**src/rtl/csr_pkg.sv**
```systemverilog
// ---------------------------------------------------------------------------
// csr_pkg
// Shared definitions for the CSR unit: data/address widths, the CSR address
// map, the default misa value, and the decoded write-strobe bundle used
// between the address decoder and the state registers.
// ---------------------------------------------------------------------------
package csr_pkg;

    localparam int unsigned CSR_AW = 12;
    localparam int unsigned CSR_DW = 32;

    // Default constant misa: MXL=1 (RV32), extensions I and M.
    localparam logic [31:0] MISA_DEFAULT = 32'h4000_1100;

    // Clock cycles per time tick when the time counter is built in.
    localparam int unsigned TIME_DIV_DEFAULT = 50;

    // Address 0 on the write port means "no write this cycle".
    localparam logic [11:0] CSR_NONE      = 12'h000;

    // User-level read-only counter aliases.
    localparam logic [11:0] CSR_CYCLE     = 12'hC00;
    localparam logic [11:0] CSR_CYCLEH    = 12'hC80;
    localparam logic [11:0] CSR_TIME      = 12'hC01;
    localparam logic [11:0] CSR_TIMEH     = 12'hC81;
    localparam logic [11:0] CSR_INSTRET   = 12'hC02;
    localparam logic [11:0] CSR_INSTRETH  = 12'hC82;

    // Machine-level writable counters and scratch register.
    localparam logic [11:0] CSR_MCYCLE    = 12'hB00;
    localparam logic [11:0] CSR_MCYCLEH   = 12'hB80;
    localparam logic [11:0] CSR_MINSTRET  = 12'hB02;
    localparam logic [11:0] CSR_MINSTRETH = 12'hB82;
    localparam logic [11:0] CSR_MSCRATCH  = 12'h340;

    // Machine-level read-only identification.
    localparam logic [11:0] CSR_MISA      = 12'h301;
    localparam logic [11:0] CSR_MHARTID   = 12'hF14;

    // One-hot write strobes produced by the write-address decoder.
    typedef struct packed {
        logic cycle_lo;
        logic cycle_hi;
        logic instret_lo;
        logic instret_hi;
        logic mscratch;
    } csr_wr_s;

endpackage : csr_pkg

```
**src/rtl/csr_counter64.sv**
```systemverilog
// ---------------------------------------------------------------------------
// csr_counter64
// 64-bit counter with independently writable 32-bit halves.
//   clk_i     clock, all state changes on the rising edge
//   reset_i   synchronous active-high clear (beats writes and increments)
//   inc_i     add one this cycle
//   wrLo_i    load wrData_i into bits [31:0], upper half holds
//   wrHi_i    load wrData_i into bits [63:32], lower half holds
//   wrData_i  write data
//   value_o   current count
// A write always wins over a same-cycle increment; the increment is dropped.
// ---------------------------------------------------------------------------
module csr_counter64 (
    input  logic        clk_i,
    input  logic        reset_i,
    input  logic        inc_i,
    input  logic        wrLo_i,
    input  logic        wrHi_i,
    input  logic [31:0] wrData_i,
    output logic [63:0] value_o
);

    logic [63:0] r_value;

    // NOTE: reset is tested inside the clocked block, so it is synchronous and
    // takes effect on the next rising edge; a write in that cycle is lost.
    // NOTE: non-blocking assignments for every flop so all registers sample
    // pre-edge values regardless of block evaluation order.
    always_ff @(posedge clk_i) begin
        if (reset_i) begin
            r_value <= '0;
        end else if (wrLo_i) begin
            r_value[31:0] <= wrData_i;
        end else if (wrHi_i) begin
            r_value[63:32] <= wrData_i;
        end else if (inc_i) begin
            // Full 64-bit add carries lo into hi and wraps 2^64-1 -> 0.
            r_value <= r_value + 64'd1;
        end
    end

    assign value_o = r_value;

endmodule : csr_counter64

```
**src/rtl/csr_unit.sv**
```systemverilog
// ---------------------------------------------------------------------------
// csr_unit
// Small RV32 CSR block: cycle / instret (and optionally time) 64-bit
// counters, mscratch, and constant misa / mhartid.
//
// Parameters
//   TIME_DIV    clk_i cycles per time tick (1..65535)
//   MISA_VALUE  constant returned for misa
//
// Ports
//   clk_i          clock
//   reset_i        synchronous active-high reset
//   csrWAddr_i     write address, 12'h000 = no write
//   csrWData_i     write data
//   csrRAddr_i     read address
//   csrRData_o     read data (combinational from registered state)
//   csrIllegal_o   flags a read address that maps to no CSR
//   csrInstStep_i  one instruction retired this cycle
//
// Build option
//   CSR_TIME_EN  when defined, adds the time prescaler and the time counter
//                readable at C01/C81; otherwise those addresses are illegal.
//
// Reads see state before any same-cycle write (no write bypass).
// ---------------------------------------------------------------------------
module csr_unit
    import csr_pkg::*;
#(
    parameter int unsigned TIME_DIV   = TIME_DIV_DEFAULT,
    parameter logic [31:0] MISA_VALUE = MISA_DEFAULT
) (
    input  logic        clk_i,
    input  logic        reset_i,
    input  logic [11:0] csrWAddr_i,
    input  logic [31:0] csrWData_i,
    input  logic [11:0] csrRAddr_i,
    output logic [31:0] csrRData_o,
    output logic        csrIllegal_o,
    input  logic        csrInstStep_i
);

    csr_wr_s     w_wr;
    logic [63:0] w_cycle;
    logic [63:0] w_instret;
    logic [31:0] r_mscratch;
    logic [31:0] w_rdata;
    logic        w_illegal;

    // -----------------------------------------------------------------------
    // Write decode. Read-only and unknown addresses (including the idle
    // address 0) decode to no strobe and so leave all state untouched.
    // -----------------------------------------------------------------------
    // NOTE: every always_comb output gets a default before the case so no
    // path leaves it unassigned (which would infer a latch).
    always_comb begin
        w_wr = '0;
        case (csrWAddr_i)
            CSR_MCYCLE:    w_wr.cycle_lo   = 1'b1;
            CSR_MCYCLEH:   w_wr.cycle_hi   = 1'b1;
            CSR_MINSTRET:  w_wr.instret_lo = 1'b1;
            CSR_MINSTRETH: w_wr.instret_hi = 1'b1;
            CSR_MSCRATCH:  w_wr.mscratch   = 1'b1;
            default:       w_wr = '0;
        endcase
    end

    // -----------------------------------------------------------------------
    // Counters. cycle counts every non-reset cycle; reset priority inside
    // the counter suppresses the increment while reset_i is high.
    // -----------------------------------------------------------------------
    csr_counter64 u_cycle (
        .clk_i    (clk_i),
        .reset_i  (reset_i),
        .inc_i    (1'b1),
        .wrLo_i   (w_wr.cycle_lo),
        .wrHi_i   (w_wr.cycle_hi),
        .wrData_i (csrWData_i),
        .value_o  (w_cycle)
    );

    csr_counter64 u_instret (
        .clk_i    (clk_i),
        .reset_i  (reset_i),
        .inc_i    (csrInstStep_i),
        .wrLo_i   (w_wr.instret_lo),
        .wrHi_i   (w_wr.instret_hi),
        .wrData_i (csrWData_i),
        .value_o  (w_instret)
    );

`ifdef CSR_TIME_EN
    // Prescaler runs 0..TIME_DIV-1; time advances on the edge where the
    // prescaler wraps back to 0, i.e. once every TIME_DIV cycles.
    localparam logic [15:0] PRESC_MAX = 16'(TIME_DIV - 1);

    logic [15:0] r_presc;
    logic        w_time_tick;
    logic [63:0] w_time;

    assign w_time_tick = (r_presc == PRESC_MAX);

    always_ff @(posedge clk_i) begin
        if (reset_i) begin
            r_presc <= '0;
        end else if (w_time_tick) begin
            r_presc <= '0;
        end else begin
            r_presc <= r_presc + 16'd1;
        end
    end

    csr_counter64 u_time (
        .clk_i    (clk_i),
        .reset_i  (reset_i),
        .inc_i    (w_time_tick),
        .wrLo_i   (1'b0),
        .wrHi_i   (1'b0),
        .wrData_i ('0),
        .value_o  (w_time)
    );
`endif

    // -----------------------------------------------------------------------
    // mscratch
    // -----------------------------------------------------------------------
    always_ff @(posedge clk_i) begin
        if (reset_i) begin
            r_mscratch <= '0;
        end else if (w_wr.mscratch) begin
            r_mscratch <= csrWData_i;
        end
    end

    // -----------------------------------------------------------------------
    // Read mux: zero-latency, sourced only from registered state.
    // -----------------------------------------------------------------------
    always_comb begin
        w_rdata   = '0;
        w_illegal = 1'b0;
        case (csrRAddr_i)
            CSR_CYCLE,    CSR_MCYCLE:    w_rdata = w_cycle[31:0];
            CSR_CYCLEH,   CSR_MCYCLEH:   w_rdata = w_cycle[63:32];
            CSR_INSTRET,  CSR_MINSTRET:  w_rdata = w_instret[31:0];
            CSR_INSTRETH, CSR_MINSTRETH: w_rdata = w_instret[63:32];
`ifdef CSR_TIME_EN
            CSR_TIME:                    w_rdata = w_time[31:0];
            CSR_TIMEH:                   w_rdata = w_time[63:32];
`endif
            CSR_MSCRATCH:                w_rdata = r_mscratch;
            CSR_MISA:                    w_rdata = MISA_VALUE;
            CSR_MHARTID:                 w_rdata = '0;
            default:                     w_illegal = 1'b1;
        endcase
    end

    assign csrRData_o   = w_rdata;
    assign csrIllegal_o = w_illegal;

endmodule : csr_unit

```
**config.mk**
```make
export PLATFORM = sky130hd
export DESIGN_NAME = csr_unit
export DESIGN_NICKNAME = d
export VERILOG_FILES = /design/src/rtl/csr_pkg.sv /design/src/rtl/csr_counter64.sv /design/src/rtl/csr_unit.sv
export SDC_FILE = /design/constraint.sdc
export NUM_CORES = 1
export LEC_CHECK = 0
export CELL_PAD_IN_SITES_DETAIL_PLACEMENT = 1
export CELL_PAD_IN_SITES_GLOBAL_PLACEMENT = 2
export CORE_MARGIN = 2
export CORE_UTILIZATION = 38
export DETAILED_ROUTE_END_ITERATION = 12
export PLACE_DENSITY = 0.86
export SLEW_MARGIN = 5
export SYNTH_ARGS = -nofsm -noshare
export SYNTH_HDL_FRONTEND = slang
export SYNTH_HIERARCHICAL = 1
export SYNTH_SLANG_ARGS = --single-unit
```
**constraint.sdc**
```tcl
create_clock -name clk_i -period 6 [get_ports clk_i]
set_input_delay 0.6 -clock clk_i [delete_from_list [all_inputs] [get_ports clk_i]]
set_output_delay 0.6 -clock clk_i [all_outputs]
set_load 0.05 [all_outputs]
```
==> run metrics, run 1 <==
Slew headroom slightly above 8%; maximum level of the CTS H-tree 4; Clock Path Buffers 2; leading cell types in the layout, fill and taps excluded 160 x sky130_fd_sc_hd__dfxtp_1, 129 x sky130_fd_sc_hd__nor2_1, 108 x sky130_fd_sc_hd__nand2_1, 106 x sky130_fd_sc_hd__mux2i_1, 89 x sky130_fd_sc_hd__clkdlybuf4s50_1; clock latency on the worst-skew pair 0.45 ns; clock tree sinks between 150 and 200; drt first pass iters 7; number of setup buffers added after CTS 0; Synth Register Bits 160; data required time at the worst endpoint roughly 5.4 ns; width of the die ~180 um; cell row count 63; library cells used by synthesis roughly 70; overall overflow remaining after global route 0; setup repair after global routing missed its margin false; maximum vdd drop between 0.15 and 0.2 mV; mean instance size in the synthesized netlist roughly 8 sq um; total detailed-routing wirelength just under 50 mm; Die Footprint about 31,000 sq um; Worst Hold Margin 0.5041 ns; fraction of post-synthesis cell area in the top cell type by area 28.40%; count of instances resized after the clock tree is built 0; final clock skew about 0.009 ns; TritonCTS clock tree yes; number of input and output port buffers inserted 91; Die Height 176.3 um; all-layer global routing usage approximately a third; final total negative setup slack 0 ns; endpoint of the worst-slack reg-to-reg timing path u_instret/value_o[53]$_SDFFE_PP0P_; dpl cells between 1.5k and 2k; Final Hold Viols 0; placed cell area approximately 12,000 sq um; via count of the first global-routing pass between 10k and 15k; share of the cycle needed by the critical path after routing 81.22%; # nets final ~1.5k; placeable core region between 20,000 and 30,000 sq um; PwrDens 195.4 nW/um^2; share of cells above drive strength 1 between 7 and 8%; Worst Min Path Start r_mscratch[6]$_SDFFE_PP0N_; Critical Path Fanout Max 32; type of element launching the critical path input port; pin count of the biggest net entering global routing 72; commonest non-fill, non-tap cell in the layout sky130_fd_sc_hd__dfxtp_1; cell taking the most area after synthesis sky130_fd_sc_hd__dfxtp_1; Post-synth EDFFs 0; number of failing setup endpoints in the final timing report 0; routability congestion estimate from global placement ~0.9; main flop type after synthesis sky130_fd_sc_hd__dfxtp_1; post-layout min period just under 5 ns; Post-Layout Cell Count between 1.5k and 2k; root cell of the clock tree sky130_fd_sc_hd__clkbuf_16; clock buffers created by TritonCTS 17; Max Cap Violations 0; worst-margin pin slew between 1 and 1.5 ns; area of the mapped netlist roughly 11,000 sq um; worst min-delay path class flip-flop to flip-flop; Synth Warn # 6; cells taking the most area after synthesis sky130_fd_sc_hd__dfxtp_1 28%, sky130_fd_sc_hd__mux2i_1 9.4%, sky130_fd_sc_hd__nor2_1 4.3%; Gate Count Post-Synth roughly 1.5k; sequential element share of the synthesized area 28.40%; count of pins over their slew limit 0; total number of vias between 10k and 15k; count of nets left with antenna violations after detail routing 0; DRC violation count after routing 0; setup slack on the worst flop-to-flop path just under 3 ns; outcome complete, no violations; share of synthesized flip-flops with an asynchronous set or reset 0%; critical path class input port to primary output; launch instance of the worst register-to-register path u_instret/value_o[8]$_SDFFE_PP0P_; clock slew at reported path FFs about 0.07 ns; instance count along the most critical hold path 2; half-perimeter wire length after placement 35.53 mm; Worst setup EP type primary output; global-route wire length before repair 74.23 mm; worst reg-to-reg path cell count 6; number of antenna violations at the first check in global routing 0; effective utilization at floorplan approximately two fifths; first-iteration detailed-routing DRC count around 1.3k; final design area excluding fillers roughly 13,000 sq um; arrival time at the worst endpoint 4.27 ns; Syn-to-layout area delta 16.22%; destination of the worst hold path r_mscratch[6]$_SDFFE_PP0N_; leak pwr 0.004527 uW; antenna diode instance count 0; post-layout utilization of the core about 45%; Wirelength per Cell ~26 um; number of top-level pins a little over 90; ratio of routed vias to standard cells 6.580; timing-limited maximum frequency between 200 and 250 MHz; hold buffer count at CTS 0
[per-layer routing]
layer  up-vias  share of wire (%)  global-route usage [%]
li1       5596                  -                       -
met1      6156                 45                   43.52
met2       523                 44                   48.64
met3       108                7.3                   4.113
met4         0                4.3                   14.98
met5         -                  0                       0
[layout make-up]
cell class / instances / area [sq um]
Clock buffer: 17 / 425.4
Multi-Input combinational cell: 1151 / 7569
Fill cell: 3548 / 16290
Inverter: 35 / 131.4
Clock inverter: 15 / 212.7
Tap cell: 390 / 488.0
Timing Repair Buffer: 114 / 1079
Sequential cell: 160 / 3203
[cell families (layout without fill, tap and decap cells)]
| group | after synthesis | in the layout | share of synthesized area, % |
|---|---|---|---|
| other | 1 | 3 | 0.03325 |
| flip-flops | 160 | 160 | 28.40 |
| multiplexers | 111 | 111 | 9.907 |
| XOR/XNOR | 56 | 56 | 4.349 |
| adder cells (fa/ha/maj) | 2 | 2 | 0.2218 |
| AND/OR/NAND/NOR | 643 | 643 | 31.02 |
| buffers and inverters | 141 | 181 | 5.048 |
| AO/OA/AOI/OAI | 336 | 336 | 21.02 |
[worst max-delay path, cell delays in order]
cell and delay, ns:
sky130_fd_sc_hd__clkdlybuf4s50_1 0.58, sky130_fd_sc_hd__or4_1 0.59, sky130_fd_sc_hd__buf_4 0.25, sky130_fd_sc_hd__and4bb_1 0.88, sky130_fd_sc_hd__buf_4 0.34, sky130_fd_sc_hd__a22o_1 0.20, sky130_fd_sc_hd__clkdlybuf4s50_1 0.81
[worst max path at each step]
stage	startpoint	endpoint	slack (ns)	cells past startpoint
floorplan	csrRAddr_i[1]	csrIllegal_o	2.81	7
global placement	csrRAddr_i[1]	csrRData_o[13]	1.25	7
detailed placement	csrRAddr_i[1]	csrRData_o[1]	1.20	7
CTS	csrRAddr_i[1]	csrRData_o[5]	1.17	7
global route	csrRAddr_i[1]	csrRData_o[5]	1.0	7
finish	csrRAddr_i[1]	csrRData_o[5]	1.13	7
[stage by stage]
step           total power, uW  setup slack [ns]
2_1_floorplan             1221             2.809
3_3_place_gp              1339             1.247
3_5_place_dp              1342             1.198
4_1_cts                   2564             1.167
5_1_grt                   2624            0.9971
6_report                  2561             1.127
[registers in the layout, indices dropped and copies added, names as in the netlist]
register / flops
r_mscratch: 32
u_cycle/value_o: 64
u_instret/value_o: 64
[cells in the mapped netlist, types with 23 or more instances]
| library cell | count |
|---|---|
| sky130_fd_sc_hd__a31oi_1 | 34 |
| sky130_fd_sc_hd__inv_1 | 33 |
| sky130_fd_sc_hd__o22ai_1 | 35 |
| sky130_fd_sc_hd__or3_1 | 23 |
| sky130_fd_sc_hd__nand4_1 | 68 |
| sky130_fd_sc_hd__nor3_1 | 46 |
| sky130_fd_sc_hd__nor2_1 | 129 |
| sky130_fd_sc_hd__a211oi_1 | 34 |
| sky130_fd_sc_hd__mux2i_1 | 106 |
| sky130_fd_sc_hd__xor2_1 | 36 |
| sky130_fd_sc_hd__dfxtp_1 | 160 |
| sky130_fd_sc_hd__a22o_1 | 34 |
| sky130_fd_sc_hd__o21ai_0 | 32 |
| sky130_fd_sc_hd__a21oi_1 | 57 |
| sky130_fd_sc_hd__nor4_1 | 36 |
| sky130_fd_sc_hd__nand2_1 | 108 |
| sky130_fd_sc_hd__and3_1 | 51 |
| sky130_fd_sc_hd__nand3_1 | 77 |
| sky130_fd_sc_hd__clkbuf_1 | 81 |
[power by group]
part | switching, uW | internal (uW) | total [uW]
logic | 144 | 83.3 | 227
registers | 23.1 | 1070 | 1100
clock network | 559 | 679 | 1240
(Power assumes the default switching activity.)
==> run 2: changes to the inputs <==
--- a/config.mk
+++ b/config.mk
@@ -8,9 +8,9 @@
 export CELL_PAD_IN_SITES_DETAIL_PLACEMENT = 1
 export CELL_PAD_IN_SITES_GLOBAL_PLACEMENT = 2
 export CORE_MARGIN = 2
-export CORE_UTILIZATION = 38
+export CORE_UTILIZATION = 32
 export DETAILED_ROUTE_END_ITERATION = 12
-export PLACE_DENSITY = 0.86
+export PLACE_DENSITY = 0.77
 export SLEW_MARGIN = 5
 export SYNTH_ARGS = -nofsm -noshare
 export SYNTH_HDL_FRONTEND = slang
==> constraint.sdc (replaced) <==
create_clock -name clk_i -period 4.1 [get_ports clk_i]
set_input_delay 0.41 -clock clk_i [delete_from_list [all_inputs] [get_ports clk_i]]
set_output_delay 0.41 -clock clk_i [all_outputs]
set_load 0.05 [all_outputs]
==> run 2 against run 1 <==
Compared with the run above:
- sequential cell count unchanged
- first-iteration DRC count unchanged
- combinational power up 52%
- highest routed layer unchanged
==> run metrics, run 2 (synthesis gave the netlist of run 1 again) <==
share of cells above drive strength 1 10.62% (was 7.507%); setup slack at placement 0.2676 ns (was 1.198 ns); destination of the worst hold path r_mscratch[3]$_SDFFE_PP0N_ (was r_mscratch[6]$_SDFFE_PP0N_); leak pwr 0.004765 uW (was 0.004527 uW); clock latency on the worst-skew pair 0.45 ns (about the same); leading cell types in the layout, fill and taps excluded 160 x sky130_fd_sc_hd__dfxtp_1, 129 x sky130_fd_sc_hd__nor2_1, 108 x sky130_fd_sc_hd__nand2_1, 106 x sky130_fd_sc_hd__mux2i_1, 76 x sky130_fd_sc_hd__nand3_1 (was 160 x sky130_fd_sc_hd__dfxtp_1, 129 x sky130_fd_sc_hd__nor2_1, 108 x sky130_fd_sc_hd__nand2_1, 106 x sky130_fd_sc_hd__mux2i_1, 89 x sky130_fd_sc_hd__clkdlybuf4s50_1); antenna diode instance count 0 (unchanged); setup repair after global routing missed its margin false (unchanged); root cell of the clock tree sky130_fd_sc_hd__clkbuf_16 (unchanged); final clock skew 0.01052 ns (was 0.008982 ns); Critical Path Fanout Max 31 (was 32); routability congestion estimate from global placement 0.8941 (was 0.9001); via count of the first global-routing pass 12.18k (was 12.13k); instance count along the most critical hold path 2 (unchanged); all-layer global routing usage 27.74% (was 31.52%); final total negative setup slack 0 ns (unchanged); clock tree sinks 160 (unchanged); worst-margin pin slew 1.148 ns (was 1.368 ns); count of instances resized after the clock tree is built 0 (unchanged); count of pins over their slew limit 0 (unchanged); sw power 995.7 uW (was 725.6 uW); launch instance of the worst register-to-register path u_instret/value_o[19]$_SDFFE_PP0P_ (was u_instret/value_o[8]$_SDFFE_PP0P_); effective utilization at floorplan 32.57% (was 38.36%); timing-limited maximum frequency approximately 300 MHz; total number of vias 12.40k (was 12.38k); number of top-level pins 92 (unchanged); P_int 2860 uW (was 1835 uW); Worst Min Path Start reset_i (was r_mscratch[6]$_SDFFE_PP0N_); critical path class input port to primary output (unchanged); global-route wire length before repair 76.68 mm (was 74.23 mm); proportion of total power due to net switching 25.82% (was 28.33%); number of failing setup endpoints in the final timing report 0 (unchanged); Worst Hold Margin 0.4860 ns (was 0.5041 ns); hold buffer count at CTS 0 (unchanged); worst min-delay path class input port to flip-flop (was flip-flop to flip-flop); maximum vdd drop 0.2945 mV (was 0.1542 mV); width of the die 191.7 um (was 176.3 um); arrival time at the worst endpoint 2.85 ns (was 4.27 ns); Clock Path Buffers 2 (unchanged); Final Hold Viols 0 (unchanged); placeable core region 34,630 sq um (was 29,400 sq um); overall overflow remaining after global route 0 (unchanged); number of setup buffers added after CTS 0 (unchanged); ratio of routed vias to standard cells 6.322 (was 6.580); worst reg-to-reg path cell count 5 (was 6); count of nets left with antenna violations after detail routing 0 (unchanged); Die Footprint 36,760 sq um (was 31,070 sq um); type of element launching the critical path input port (unchanged); Slew headroom 22.77% (was 8.104%); Wirelength per Cell 25.96 um (was 26.28 um); first-iteration detailed-routing DRC count 1,266 (unchanged); half-perimeter wire length after placement 37.37 mm (was 35.53 mm); Max Cap Violations 0 (unchanged); # nets final 1,555 (was 1,540); Power Total 3856 uW (was 2561 uW); total detailed-routing wirelength 50.92 mm (was 49.47 mm); fraction of power consumed by the clock network 49.4% (was 48.3%); endpoint of the worst-slack reg-to-reg timing path u_instret/value_o[47]$_SDFFE_PP0P_ (was u_instret/value_o[53]$_SDFFE_PP0P_); Die Height 191.7 um (was 176.3 um); clock buffers created by TritonCTS 17 (unchanged); pin count of the biggest net entering global routing 59 (was 72); Worst Setup Slack, final 0.8384 ns (was 1.127 ns); DRC violation count after routing 0 (unchanged); clock slew at reported path FFs 0.07 ns (about the same); PwrDens 281.7 nW/um^2 (was 195.4 nW/um^2); Critical path origin csrRAddr_i[0] (was csrRAddr_i[1]); drt first pass iters 5 (was 7); combinational cell fraction of total power 8.9% (about the same); post-layout min period ~3.3 ns; Worst setup EP type primary output (unchanged); Syn-to-layout area delta 21.36% (was 16.22%); setup slack on the worst flop-to-flop path 1.06 ns (was 2.89 ns); commonest non-fill, non-tap cell in the layout sky130_fd_sc_hd__dfxtp_1 (unchanged); maximum level of the CTS H-tree 4 (unchanged); outcome complete, no violations (unchanged); number of input and output port buffers inserted 91 (unchanged); cell row count 68 (was 63); share of the cycle needed by the critical path after routing around four fifths; Seq pwr share 41.6% (was 42.8%); TritonCTS clock tree yes (unchanged); data required time at the worst endpoint 3.69 ns (was 5.40 ns); number of antenna violations at the first check in global routing 0 (unchanged)
run 2: cell types whose count changed in the layout (fill, tap and decap cells not counted):
cell and delta:
sky130_fd_sc_hd__clkinv_8 -1, sky130_fd_sc_hd__clkinvlp_4 +2, sky130_fd_sc_hd__clkbuf_1 +1, sky130_fd_sc_hd__clkinv_2 +1, sky130_fd_sc_hd__buf_12 +34, sky130_fd_sc_hd__clkdlybuf4s50_1 -33, sky130_fd_sc_hd__bufinv_16 +3, sky130_fd_sc_hd__nor3_2 +1
sky130_fd_sc_hd__inv_8 -5, sky130_fd_sc_hd__clkbuf_8 +1, sky130_fd_sc_hd__inv_6 -2, sky130_fd_sc_hd__nor3_1 -1, sky130_fd_sc_hd__buf_4 +14
run 2: final cells by class:
class,count,area (sq um)
Tap cell,455,569.3
Sequential cell,160,3203
Multi-Input combinational cell,1151,7574
Clock inverter,13,232.7
Fill cell,4120,20940
Clock buffer,19,442.9
Inverter,35,131.4
Timing Repair Buffer,129,1534
run 2: per-layer routing:
layer	share of wire, %	vias to the layer above	wire (um)	track usage, %
met5	0	-	0	0
met4	3.0	0	1507	10.12
met3	5.6	81	2844	4.093
met2	45	460	22780	43.21
met1	47	6235	23790	38.66
li1	-	5628	-	-
run 2: per-stage QoR:
step,instances,cell area [sq um],util (%)
after floorplan,1452,11290,-
after global placement,1930,13010,37.56
after detailed placement,1930,13010,37.56
after CTS,1962,13680,39.51
after global routing,1962,13690,39.53
final,1962,13690,39.53
run 2: power by group through the flow:
stage	Sequential [uW]	Clock (uW)	Combinational (uW)
3_5_place_dp	1640	0	338
3_3_place_gp	1640	0	337
6_report	1610	1910	344
5_1_grt	1610	1990	364
4_1_cts	1600	1940	341
2_1_floorplan	1630	0	162
run 2: critical path, cell delays in order:
cell                              delay (ns)
sky130_fd_sc_hd__clkdlybuf4s50_1        0.46
sky130_fd_sc_hd__or4_1                  0.58
sky130_fd_sc_hd__buf_4                  0.28
sky130_fd_sc_hd__nor3_1                 0.52
sky130_fd_sc_hd__nand4_1                0.17
sky130_fd_sc_hd__nand3_1                0.25
sky130_fd_sc_hd__buf_12                 0.18
run 2: worst max-delay path by stage:
stage / end / cells after the start
floorplan: csrIllegal_o / 7
global placement: u_instret/value_o[21]$_SDFFE_PP0P_ / 9
detailed placement: u_instret/value_o[21]$_SDFFE_PP0P_ / 9
CTS: u_instret/value_o[21]$_SDFFE_PP0P_ / 9
global route: u_instret/value_o[63]$_SDFFE_PP0P_ / 10
finish: csrRData_o[8] / 7
==> run 3: changes to the inputs <==
--- a/config.mk
+++ b/config.mk
@@ -8,9 +8,9 @@
 export CELL_PAD_IN_SITES_DETAIL_PLACEMENT = 1
 export CELL_PAD_IN_SITES_GLOBAL_PLACEMENT = 2
 export CORE_MARGIN = 2
-export CORE_UTILIZATION = 32
+export CORE_UTILIZATION = 35
 export DETAILED_ROUTE_END_ITERATION = 12
-export PLACE_DENSITY = 0.77
+export PLACE_DENSITY = 0.8
 export SLEW_MARGIN = 5
 export SYNTH_ARGS = -nofsm -noshare
 export SYNTH_HDL_FRONTEND = slang
==> constraint.sdc (replaced) <==
create_clock -name clk_i -period 3.1 [get_ports clk_i]
set_input_delay 0.31 -clock clk_i [delete_from_list [all_inputs] [get_ports clk_i]]
set_output_delay 0.31 -clock clk_i [all_outputs]
set_load 0.05 [all_outputs]
==> run 3 against run 2 <==
Compared with the run above:
- worst hold slack got worse by 0.098 ns
- clock power rose by 15%
- sequential cell count did not move
- design area rose by 2.6%
- core utilization rose by 4.9 points
- die area fell by 8.4%
- sequential share of layout area fell by 0.59 points
- non-clock buffer count rose by 56
- via count rose by 2.7%
- count of clock-buffer cells in the layout rose by 1
- register-to-register slack got worse by 0.61 ns
==> run metrics, run 3 (synthesis gave the netlist of run 1 again) <==
Die Height 183.5 um (was 191.7 um); post-layout utilization of the core 44.38% (was 39.53%); PwrDens 340.7 nW/um^2 (was 281.7 nW/um^2); Slew headroom 46.06% (was 22.77%); maximum level of the CTS H-tree 4 (unchanged); pin count of the biggest net entering global routing 94 (was 59); cell row count 65 (was 68); half-perimeter wire length after placement 38.27 mm (was 37.37 mm); share of the cycle needed by the critical path after routing between 80% and 90%; clock tree sinks 160 (unchanged); Syn-to-layout area delta 24.50% (was 21.36%); final clock skew 0.01285 ns (was 0.01052 ns); number of top-level pins 92 (unchanged); outcome complete, no violations (unchanged); count of instances resized after the clock tree is built 0 (unchanged); Crit path largest cell delay 0.68 ns (was 0.58 ns); number of antenna violations at the first check in global routing 0 (unchanged); final design area excluding fillers 14,040 sq um (was 13,690 sq um); Wirelength per Cell 26.24 um (was 25.96 um); Worst setup EP type primary output (unchanged); total number of vias 12.75k (was 12.40k); type of element launching the critical path input port (unchanged); share of cells above drive strength 1 13.76% (was 10.62%); arrival time at the worst endpoint 2.43 ns (was 2.85 ns); count of nets left with antenna violations after detail routing 0 (unchanged); maximum vdd drop 0.3568 mV (was 0.2945 mV); number of failing setup endpoints in the final timing report 0 (unchanged); worst min-delay path class input port to flip-flop (unchanged); critical-path cell list clkdlybuf4s50_1, or4b_2, a211oi_1, a22oi_1, nand2_1, buf_12 (was clkdlybuf4s50_1, or4_1, buf_4, nor3_1, nand4_1, nand3_1, buf_12); worst-margin pin slew 0.8074 ns (was 1.148 ns); dpl cells 1,933 (was 1,930); commonest non-fill, non-tap cell in the layout sky130_fd_sc_hd__dfxtp_1 (unchanged); total detailed-routing wirelength 51.56 mm (was 50.92 mm); data required time at the worst endpoint 2.79 ns (was 3.69 ns); all-layer global routing usage 30.47% (was 27.74%); Critical Path Fanout Max 4 (was 31); drt first pass iters 6 (was 5); Top delay family on crit path simple AND/OR/NAND/NOR gates (unchanged); Power Total 4784 uW (was 3856 uW); number of setup buffers added after CTS 0 (unchanged); # nets final 1,611 (was 1,555); hold buffer count at CTS 0 (unchanged); via count of the first global-routing pass 12.64k (was 12.18k); effective utilization at floorplan 35.65% (was 32.57%); post-layout min period between 2 and 3 ns; ratio of routed vias to standard cells 6.486 (was 6.322); DRC violation count after routing 0 (unchanged); overall overflow remaining after global route 0 (unchanged); Die Footprint 33,680 sq um (was 36,760 sq um); setup repair after global routing missed its margin false (unchanged); clock slew at reported path FFs 0.08 ns (was 0.07 ns); global-route wire length before repair 78.20 mm (was 76.68 mm); timing-limited maximum frequency 364.8 MHz; Max Cap Violations 0 (unchanged); Clock Path Buffers 2 (unchanged); number of input and output port buffers inserted 91 (unchanged); root cell of the clock tree sky130_fd_sc_hd__clkbuf_16 (unchanged); placed cell area 13,460 sq um (was 13,010 sq um); Slowest-stage cell, CP sky130_fd_sc_hd__or4b_2 (was sky130_fd_sc_hd__or4_1); Post-Layout Cell Count 1,965 (was 1,962); width of the die 183.5 um (was 191.7 um); leading cell types in the layout, fill and taps excluded 160 x sky130_fd_sc_hd__dfxtp_1, 129 x sky130_fd_sc_hd__nor2_1, 108 x sky130_fd_sc_hd__nand2_1, 106 x sky130_fd_sc_hd__mux2i_1, 87 x sky130_fd_sc_hd__buf_4 (was 160 x sky130_fd_sc_hd__dfxtp_1, 129 x sky130_fd_sc_hd__nor2_1, 108 x sky130_fd_sc_hd__nand2_1, 106 x sky130_fd_sc_hd__mux2i_1, 76 x sky130_fd_sc_hd__nand3_1); Worst Hold Margin 0.3881 ns (was 0.4860 ns); CP Buf/Inv Count 2 (was 3); Final Hold Viols 0 (unchanged); first-iteration detailed-routing DRC count 1,215 (was 1,266); clock buffers created by TritonCTS 17 (unchanged); count of pins over their slew limit 0 (unchanged); critical path class input port to primary output (unchanged); leak pwr 0.005039 uW (was 0.004765 uW); routability congestion estimate from global placement 0.9107 (was 0.8941); TritonCTS clock tree yes (unchanged); placeable core region 31,640 sq um (was 34,630 sq um); clock latency on the worst-skew pair 0.44 ns (was 0.45 ns); antenna diode instance count 0 (unchanged)
run 3: layer usage:
layer  up-vias  global-route usage [%]  share of wire (%)
met5         -                       0                  0
met4         0                   12.58                3.9
met3       106                   4.952                7.2
met2       580                   47.44                 44
met1      6319                   41.80                 45
li1       5740                       -                  -
run 3: worst register-to-register path: stages, from the launching register on:
cell and delay (ns):
sky130_fd_sc_hd__dfxtp_1 0.54, sky130_fd_sc_hd__nand3_4 0.22, sky130_fd_sc_hd__or4_4 0.60, sky130_fd_sc_hd__or4_4 0.56, sky130_fd_sc_hd__or4_1 0.49, sky130_fd_sc_hd__a31oi_1 0.17
run 3: final timing paths:
| path | cells after the start | endpoint | start | slack, ns |
|---|---|---|---|---|
| worst max-delay path | 6 | csrRData_o[30] | csrRAddr_i[0] | 0.36 |
| worst min register to register | 2 | r_mscratch[11]$_SDFFE_PP0N_ | r_mscratch[11]$_SDFFE_PP0N_ | 0.50 |
| worst max register to register | 5 | u_instret/value_o[60]$_SDFFE_PP0P_ | u_instret/value_o[2]$_SDFFE_PP0P_ | 0.45 |
| worst min-delay path | 2 | r_mscratch[21]$_SDFFE_PP0N_ | reset_i | 0.39 |
run 3: power by group:
| part | total (uW) | internal, uW | leakage [uW] | switching, uW |
|---|---|---|---|---|
| clock | 2190 | 1170 | 0.000278 | 1020 |
| combinational | 472 | 184 | 0.00347 | 288 |
| sequential | 2120 | 2080 | 0.00129 | 46.3 |
run 3: final cells by class:
cell class | instances | area (sq um)
Timing Repair Buffer | 185 | 2054
Fill cell | 3801 | 17600
Clock inverter | 12 | 123.9
Clock buffer | 20 | 456.7
Sequential cell | 160 | 3203
Inverter | 35 | 131.4
Tap cell | 402 | 503.0
Multi-Input combinational cell | 1151 | 7569
run 3: metrics by stage:
stage / TNS [ns] / setup slack (ns)
final: 0 / 0.3584
after global routing: 0 / 0.1680
after CTS: 0 / 0.3684
after detailed placement: -0.04492 / -0.03991
after global placement: 0 / 0.1720
after floorplan: 0 / 0.4892
